$ cat config.mk
export PLATFORM = sky130hd
export DESIGN_NAME = rfblackwidow_fetch_queue_flat
export DESIGN_NICKNAME = d
export VERILOG_FILES = /design/src/rtl/rfblackwidow_fetch_queue_pkg.sv /design/src/rtl/rfblackwidow_fetch_queue_if.sv /design/src/rtl/rfblackwidow_fetch_fifo.sv /design/src/rtl/rfblackwidow_fetch_queue.sv /design/src/flat_wrapper.sv
export SDC_FILE = /design/constraint.sdc
export NUM_CORES = 2
export LEC_CHECK = 0
export ABC_CLOCK_PERIOD_IN_PS = 40600
export BUFFER_PORTS_ARGS = -buffer_cell sky130_fd_sc_hd__buf_4
export CAP_MARGIN = 30
export CELL_PAD_IN_SITES_DETAIL_PLACEMENT = 1
export CELL_PAD_IN_SITES_GLOBAL_PLACEMENT = 2
export CORE_AREA = 2 2 546 548
export CTS_CLUSTER_DIAMETER = 150
export DETAILED_ROUTE_END_ITERATION = 10
export DIE_AREA = 0 0 548 550
export GPL_TIMING_DRIVEN = 0
export PLACE_DENSITY = 0.66
export SKIP_LAST_GASP = 1
export SLEW_MARGIN = 20
export SYNTH_ARGS = -nofsm -noshare
export SYNTH_HDL_FRONTEND = slang
export SYNTH_SLANG_ARGS = --single-unit
export TNS_END_PERCENT = 1
$ cat constraint.sdc
create_clock -name clk_i -period 40.6 [get_ports clk_i]
set_clock_uncertainty 0.1 [all_clocks]
set_input_delay 12.18 -clock clk_i [delete_from_list [all_inputs] [get_ports clk_i]]
set_output_delay 12.18 -clock clk_i [all_outputs]
set_load 0.005 [all_outputs]
$ cat src/rtl/rfblackwidow_fetch_queue_pkg.sv
// Shared types and sizing for the rfBlackWidow fetch/bundle stage.
// Optional statistics counters are enabled by defining RFBW_FETCH_STATS_EN.
package rfblackwidow_fetch_queue_pkg;

    localparam int unsigned NLANES      = 3;
    localparam int unsigned INSN_W      = 40;
    localparam int unsigned IP_W        = 80;
    localparam int unsigned LINE_W      = 1024;
    localparam int unsigned QDEPTH      = 4;
    localparam int unsigned BR_BIT      = 6;
    localparam int unsigned INSN_BYTES  = INSN_W / 8;
    localparam int unsigned FETCH_OFS_W = 6;
    localparam int unsigned LANES_W     = NLANES * INSN_W;
    localparam int unsigned QCNT_W      = $clog2(QDEPTH) + 1;

    localparam logic [IP_W-1:0] RESET_IP = 80'h00FF_FFFF_FFFF_FFFD_0000;

    typedef struct packed {
        logic [NLANES-1:0]             lane_v;
        logic [IP_W-1:0]               ip;
        logic [NLANES-1:0][INSN_W-1:0] insn;
    } fetch_bundle_t;

    // Number of valid lanes in a bundle.
    function automatic int unsigned lane_count(input logic [NLANES-1:0] v);
        int unsigned n;
        n = 0;
        for (int i = 0; i < int'(NLANES); i++) begin
            n += 32'(v[i]);
        end
        return n;
    endfunction

endpackage

$ cat src/rtl/rfblackwidow_fetch_queue_if.sv
// Icache-side and decode-side signals of the fetch queue.
// Statistics outputs exist only when RFBW_FETCH_STATS_EN is defined.
interface rfblackwidow_fetch_queue_if;
    import rfblackwidow_fetch_queue_pkg::*;

    logic [IP_W-1:0]          ic_ip_o;
    logic                     ihit_i;
    logic [LINE_W-1:0]        ic_line_i;
    logic                     redirect_i;
    logic [IP_W-1:0]          redirect_ip_i;
    logic                     bundle_valid_o;
    logic                     bundle_ready_i;
    logic [LANES_W-1:0]       bundle_o;
    logic [IP_W-1:0]          bundle_ip_o;
    logic [NLANES-1:0]        bundle_lane_v_o;
    logic [QCNT_W-1:0]        q_count_o;
`ifdef RFBW_FETCH_STATS_EN
    logic [31:0]              stall_cnt_o;
    logic [31:0]              bundle_cnt_o;

    modport master (
        output ic_ip_o, bundle_valid_o, bundle_o, bundle_ip_o, bundle_lane_v_o, q_count_o,
               stall_cnt_o, bundle_cnt_o,
        input  ihit_i, ic_line_i, redirect_i, redirect_ip_i, bundle_ready_i
    );
    modport slave (
        input  ic_ip_o, bundle_valid_o, bundle_o, bundle_ip_o, bundle_lane_v_o, q_count_o,
               stall_cnt_o, bundle_cnt_o,
        output ihit_i, ic_line_i, redirect_i, redirect_ip_i, bundle_ready_i
    );
`else
    modport master (
        output ic_ip_o, bundle_valid_o, bundle_o, bundle_ip_o, bundle_lane_v_o, q_count_o,
        input  ihit_i, ic_line_i, redirect_i, redirect_ip_i, bundle_ready_i
    );
    modport slave (
        input  ic_ip_o, bundle_valid_o, bundle_o, bundle_ip_o, bundle_lane_v_o, q_count_o,
        output ihit_i, ic_line_i, redirect_i, redirect_ip_i, bundle_ready_i
    );
`endif

endinterface

$ cat src/rtl/rfblackwidow_fetch_fifo.sv
// Synchronous FIFO of fetch bundles with a flush that discards every entry.
// The caller guarantees no push when full (unless popping) and no pop when empty.
module rfblackwidow_fetch_fifo
    import rfblackwidow_fetch_queue_pkg::*;
#(
    parameter type         T     = fetch_bundle_t,
    parameter int unsigned DEPTH = QDEPTH
) (
    input  logic                     clk_i,
    input  logic                     rst_i,
    input  logic                     flush_i,
    input  logic                     push_i,
    input  logic                     pop_i,
    input  T                         wdata_i,
    output T                         rdata_o,
    output logic [$clog2(DEPTH):0]   count_o
);

    localparam int unsigned PTR_W = $clog2(DEPTH);
    localparam int unsigned CNT_W = PTR_W + 1;

    T                   mem_q [DEPTH];
    T                   mem_d [DEPTH];
    logic [PTR_W-1:0]   wr_ptr_q, wr_ptr_d;
    logic [PTR_W-1:0]   rd_ptr_q, rd_ptr_d;
    logic [CNT_W-1:0]   count_q,  count_d;

    // Flush parks the read pointer on the write pointer; storage is left stale.
    always_comb begin
        mem_d    = mem_q;
        wr_ptr_d = wr_ptr_q;
        rd_ptr_d = rd_ptr_q;
        count_d  = count_q;
        if (flush_i) begin
            count_d  = '0;
            rd_ptr_d = wr_ptr_q;
        end else begin
            if (push_i) begin
                mem_d[wr_ptr_q] = wdata_i;
                wr_ptr_d        = PTR_W'(wr_ptr_q + 1'b1);
            end
            if (pop_i) begin
                rd_ptr_d = PTR_W'(rd_ptr_q + 1'b1);
            end
            count_d = CNT_W'(count_q + CNT_W'(push_i) - CNT_W'(pop_i));
        end
    end

    always_ff @(posedge clk_i or posedge rst_i) begin
        if (rst_i) begin
            for (int i = 0; i < int'(DEPTH); i++) begin
                mem_q[i] <= '0;
            end
            wr_ptr_q <= '0;
            rd_ptr_q <= '0;
            count_q  <= '0;
        end else begin
            mem_q    <= mem_d;
            wr_ptr_q <= wr_ptr_d;
            rd_ptr_q <= rd_ptr_d;
            count_q  <= count_d;
        end
    end

    assign rdata_o = mem_q[rd_ptr_q];
    assign count_o = count_q;

endmodule

$ cat src/rtl/rfblackwidow_fetch_queue.sv
// N-lane instruction fetch stage: slices the icache line, truncates after the first branch,
// and queues bundles for decode. Define RFBW_FETCH_STATS_EN to add stall/bundle counters.
module rfblackwidow_fetch_queue
    import rfblackwidow_fetch_queue_pkg::*;
#(
    parameter int unsigned     BR_IDX = BR_BIT,
    parameter logic [IP_W-1:0] RST_IP = RESET_IP
) (
    input  logic                        clk_i,
    input  logic                        rst_i,
    rfblackwidow_fetch_queue_if.master  bus
);

    logic [IP_W-1:0]     fip_q, fip_d;
    logic [LANES_W-1:0]  win_c;
    logic [IP_W-1:0]     step_c;
    fetch_bundle_t       wr_c;
    fetch_bundle_t       head_c;
    logic [QCNT_W-1:0]   count_c;
    logic                valid_c;
    logic                push_c;
    logic                pop_c;

    // Lane slicing and branch truncation; a branch lane is kept, lanes after it are dropped.
    always_comb begin
        wr_c  = '0;
        win_c = LANES_W'(bus.ic_line_i >> {fip_q[FETCH_OFS_W-1:0], 3'b000});
        for (int k = 0; k < int'(NLANES); k++) begin
            wr_c.insn[k] = win_c[k*INSN_W +: INSN_W];
        end
        wr_c.lane_v[0] = 1'b1;
        for (int k = 1; k < int'(NLANES); k++) begin
            wr_c.lane_v[k] = wr_c.lane_v[k-1] & ~wr_c.insn[k-1][BR_IDX];
        end
        wr_c.ip = fip_q;
        step_c  = IP_W'(lane_count(wr_c.lane_v) * INSN_BYTES);
    end

    // Redirect voids any pop and blocks the push of that cycle.
    always_comb begin
        valid_c = (count_c != '0);
        pop_c   = valid_c & bus.bundle_ready_i & ~bus.redirect_i;
        push_c  = bus.ihit_i & ~bus.redirect_i & ((count_c < QCNT_W'(QDEPTH)) | pop_c);
        fip_d   = fip_q;
        if (bus.redirect_i) begin
            fip_d = bus.redirect_ip_i;
        end else if (push_c) begin
            fip_d = fip_q + step_c;
        end
    end

    always_ff @(posedge clk_i or posedge rst_i) begin
        if (rst_i) begin
            fip_q <= RST_IP;
        end else begin
            fip_q <= fip_d;
        end
    end

    rfblackwidow_fetch_fifo #(
        .T     (fetch_bundle_t),
        .DEPTH (QDEPTH)
    ) u_fifo (
        .clk_i   (clk_i),
        .rst_i   (rst_i),
        .flush_i (bus.redirect_i),
        .push_i  (push_c),
        .pop_i   (pop_c),
        .wdata_i (wr_c),
        .rdata_o (head_c),
        .count_o (count_c)
    );

    assign bus.ic_ip_o         = fip_q;
    assign bus.bundle_valid_o  = valid_c;
    assign bus.bundle_o        = head_c.insn;
    assign bus.bundle_ip_o     = head_c.ip;
    assign bus.bundle_lane_v_o = head_c.lane_v;
    assign bus.q_count_o       = count_c;

`ifdef RFBW_FETCH_STATS_EN
    logic [31:0] stall_cnt_q, stall_cnt_d;
    logic [31:0] bundle_cnt_q, bundle_cnt_d;

    // Free-running counters; only reset clears them.
    always_comb begin
        stall_cnt_d  = stall_cnt_q + 32'(bus.bundle_ready_i & ~valid_c);
        bundle_cnt_d = bundle_cnt_q + 32'(pop_c);
    end

    always_ff @(posedge clk_i or posedge rst_i) begin
        if (rst_i) begin
            stall_cnt_q  <= '0;
            bundle_cnt_q <= '0;
        end else begin
            stall_cnt_q  <= stall_cnt_d;
            bundle_cnt_q <= bundle_cnt_d;
        end
    end

    assign bus.stall_cnt_o  = stall_cnt_q;
    assign bus.bundle_cnt_o = bundle_cnt_q;
`endif

endmodule
$ cat src/flat_wrapper.sv
// flat-port wrapper written by rule: the top's interface ports become plain ports
module rfblackwidow_fetch_queue_flat import rfblackwidow_fetch_queue_pkg::*;
#(
    parameter int unsigned     BR_IDX = BR_BIT,
    parameter logic [IP_W-1:0] RST_IP = RESET_IP
)
  (clk_i, rst_i, bus_ic_ip_o, bus_bundle_valid_o, bus_bundle_o, bus_bundle_ip_o, bus_bundle_lane_v_o, bus_q_count_o, bus_ihit_i, bus_ic_line_i, bus_redirect_i, bus_redirect_ip_i, bus_bundle_ready_i);
  rfblackwidow_fetch_queue_if bus_i ();
  input  logic clk_i;
  input  logic rst_i;
  output wire logic [$bits(bus_i.ic_ip_o)-1:0] bus_ic_ip_o;
  output wire logic [$bits(bus_i.bundle_valid_o)-1:0] bus_bundle_valid_o;
  output wire logic [$bits(bus_i.bundle_o)-1:0] bus_bundle_o;
  output wire logic [$bits(bus_i.bundle_ip_o)-1:0] bus_bundle_ip_o;
  output wire logic [$bits(bus_i.bundle_lane_v_o)-1:0] bus_bundle_lane_v_o;
  output wire logic [$bits(bus_i.q_count_o)-1:0] bus_q_count_o;
  input wire logic [$bits(bus_i.ihit_i)-1:0] bus_ihit_i;
  input wire logic [$bits(bus_i.ic_line_i)-1:0] bus_ic_line_i;
  input wire logic [$bits(bus_i.redirect_i)-1:0] bus_redirect_i;
  input wire logic [$bits(bus_i.redirect_ip_i)-1:0] bus_redirect_ip_i;
  input wire logic [$bits(bus_i.bundle_ready_i)-1:0] bus_bundle_ready_i;
  assign bus_ic_ip_o = bus_i.ic_ip_o;
  assign bus_bundle_valid_o = bus_i.bundle_valid_o;
  assign bus_bundle_o = bus_i.bundle_o;
  assign bus_bundle_ip_o = bus_i.bundle_ip_o;
  assign bus_bundle_lane_v_o = bus_i.bundle_lane_v_o;
  assign bus_q_count_o = bus_i.q_count_o;
  assign bus_i.ihit_i = bus_ihit_i;
  assign bus_i.ic_line_i = bus_ic_line_i;
  assign bus_i.redirect_i = bus_redirect_i;
  assign bus_i.redirect_ip_i = bus_redirect_ip_i;
  assign bus_i.bundle_ready_i = bus_bundle_ready_i;
  rfblackwidow_fetch_queue #(.BR_IDX(BR_IDX), .RST_IP(RST_IP)) u_core (.clk_i(clk_i), .rst_i(rst_i), .bus(bus_i));
endmodule
==> flow_summary.toml <==
[cells_and_area]
areaGrowthSynthToFinish_pct = 28.6
final_common_cell = "nand2_1"
num-nets-final = 8610
fin_cells = 11581
fin_util_pct = 28.8
drive_gt1_share_pct = 36.1
fill_cells = 33413
design_area_mm2 = 0.0850
layout_common_cells = "nand2_1, buf_4, dfrtp_1"

[worst_setup_path]
critPathKind = "input pin to flop"
required_ns = 41.13
cp.arrival_ns = 18.28
critPathMaxFanout = 10
critPathLaunchType = "input pin"
end_kind = "flop"

[clocking]
cts_max_level = 3
clock_path_buffers = 3
insertion_delay_ns = 0.75
cts_root_buf = "clkbuf_16"
cts.repair.resized = 0
numCtsBuffers = 97
cts_tree = "built"
clk_pin_slew_ns = 0.06
post_cts_buffers = 0
clock_sinks = 899
hold_buffers = 0

[drt]
via_per_inst = 6.11
first_pass_iters = 6
drt_iter0_drc = 9594
postRouteAntennaNets = 0
post_drt_wl_per_cell_um = 51.2
routed_wl_um = 593000
via_count = 70732
drc = 0

[job]
cap_violations = 0

[grt]
grt_pass1_wl_um = 753000
grt_pass1_vias = 70096
grt_max_degree = 102
grt_antenna_before_repair = 102
grt.total_usage_pct = 38.3
grt-ovfl-total = 0

[power_and_ir_drop]
vdd_drop_max_mv = 0.0428
fin_total_pwr_mw = 9.56
clkPwrFrac_pct = 9.8
p_seq_share_pct = 15.9
p_comb_share_pct = 74.3
internal-power_mw = 4.06
power-per-cell-area_mw_per_mm2 = 112
p_leak_nw = 35.9
swShare_pct = 57.6
p_switching_mw = 5.50

[place]
place_congestion = 1.10
port_buffers = 994
placedCellCount = 11304
place_area_mm2 = 0.0813
hpwl_um = 495000

[logic_synthesis]
synth_top_cell_area_share_pct = 32.0
synth_area_leaders = "dfrtp_1, mux4_2, mux2i_1"
syn-mean-instance-area_um2 = 10.7
netlist_instances = 6198
syn-cell-area_mm2 = 0.0661
syn-num-nets = 7325
dominantRegCellSynth = "dfrtp_1"
ys_warn_count = 0
async_flop_share_pct = 100
synth-edff-count = 0
yosys.area.top_type = "dfrtp_1"
ys_seq_elements = 899
yosysSeqAreaShare_pct = 34.1
yosysUniqueCellTypes = 75

[sta]
tightest_slew_ns = 1.11
rsz0062_at_grt = "no"
hold_violations = 0
whs_ns = 0.369
fin_crit_sh_pct = 43.7
max_slew_margin_pct = 23.8
setup_viol = 0
period_needed_ns = 17.75
slew_violations = 0
fmax_ghz = 0.0564

[die]
pin_count = 1396
die_w_um = 548
fp.coreArea_mm2 = 0.296
die_area_mm2 = 0.301
initial_core_util_pct = 22.4
die_y_um = 550
rows = 200

[status]
status = "completed"

[worst_hold_path]
min_path_type = "flop to flop"
==> cells in the mapped netlist (27+ instances only) <==
master / number
o21ai_0: 516
mux4_2: 777
dfrtp_1: 844
nand4_1: 27
o22ai_1: 397
nor4_1: 105
a22oi_1: 34
nand3_1: 54
buf_1: 111
mux2_2: 67
nand2_1: 1419
buf_4: 103
buf_2: 117
clkbuf_1: 365
dfstp_2: 55
nor3_1: 33
mux2i_1: 671
nor2_1: 97
a31oi_1: 35
==> power by group through the flow <==
stage          Combinational (mW)  Sequential (mW)  Clock (mW)
4_1_cts                      6.74             1.51       0.959
3_3_place_gp                 6.35             1.51           0
3_5_place_dp                 6.72             1.53           0
5_1_grt                      7.01             1.56       0.991
6_report                     7.10             1.52       0.940
2_1_floorplan                2.87             1.44           0
==> through the flow <==
stage	setup slack [ns]	setup TNS, ns
4_1_cts	23.16	0
5_1_grt	22.73	0
3_3_place_gp	-7.36	-6058.39
3_5_place_dp	22.42	0
6_report	22.85	0
2_1_floorplan	3.14	0
==> worst max-delay path: stages <==
cell,delay (ns)
buf_4,0.18
mux4_2,0.53
mux2i_1,0.36
a2bb2oi_1,0.23
nand4b_1,0.69
nor2_1,0.51
nand2_1,0.17
ha_1,0.35
inv_1,0.05
fa_1,0.39
nor2b_1,0.18
o21a_1,0.19
o21a_1,0.13
clkbuf_1,0.62
o2111ai_1,0.47
clkbuf_1,0.44
o41ai_1,0.42
a31oi_1,0.14
==> logic make-up (layout without fill, tap and decap cells) <==
family          Yosys count  after routing  synth area share (%)
simple gates           1855           1855                  11.8
mux                    1515           1515                  37.8
compound gates         1154           1154                  10.5
flops                   899            899                  34.1
buf+inv                 723           2089                  4.92
xor+xnor                 33             33                 0.437
fa+ha+maj                18             18                 0.364
other cells               1             79               0.00567
==> state kept, by name (all words and copies together) (netlist names) <==
name	count
u_core.u_fifo.wr_ptr_q	2
u_core.u_fifo.count_o	3
u_core.u_fifo.mem_q	812
u_core.bus.ic_ip_o	80
u_core.u_fifo.rd_ptr_q	2
==> path summary, 6_finish.rpt <==
check,end,startpoint,cells after the start,slack [ns]
setup reg to reg,u_core.bus.ic_ip_o[65],u_core.bus.ic_ip_o[0],22,31.23
hold / removal,u_core.u_fifo.mem_q[809],u_core.u_fifo.mem_q[809],1,0.37
hold reg to reg,u_core.u_fifo.mem_q[809],u_core.u_fifo.mem_q[809],1,0.37
setup / recovery,u_core.bus.ic_ip_o[65],bus_ic_line_i[174],18,22.85
max in group asynchronous,u_core.u_fifo.mem_q[123],rst_i,4,27.39
min in group asynchronous,u_core.u_fifo.mem_q[796],rst_i,2,11.47
==> routing by layer <==
layer	GRT usage (%)	vias up	part of all wire (%)
li1	-	26189	-
met1	46.2	37839	38
met2	57.8	5280	43
met3	13.9	1380	11
met4	24.0	44	7.7
met5	0.563	-	0.11
==> cell type report <==
class                      instances  area, um^2  area share [%]
buffer                           697        3330            3.92
inverter                          26         105           0.124
timing repair buffer            1186        9620            11.3
tap                             3939        4930            5.80
multi-input combinational       4576       40900            48.1
sequential                       899       22600            26.6
antenna                           78         195           0.230
clock buffer                     143        2850            3.35
clock inverter                    37         495           0.583
No activity file was read; power rests on OpenSTA's default activity.
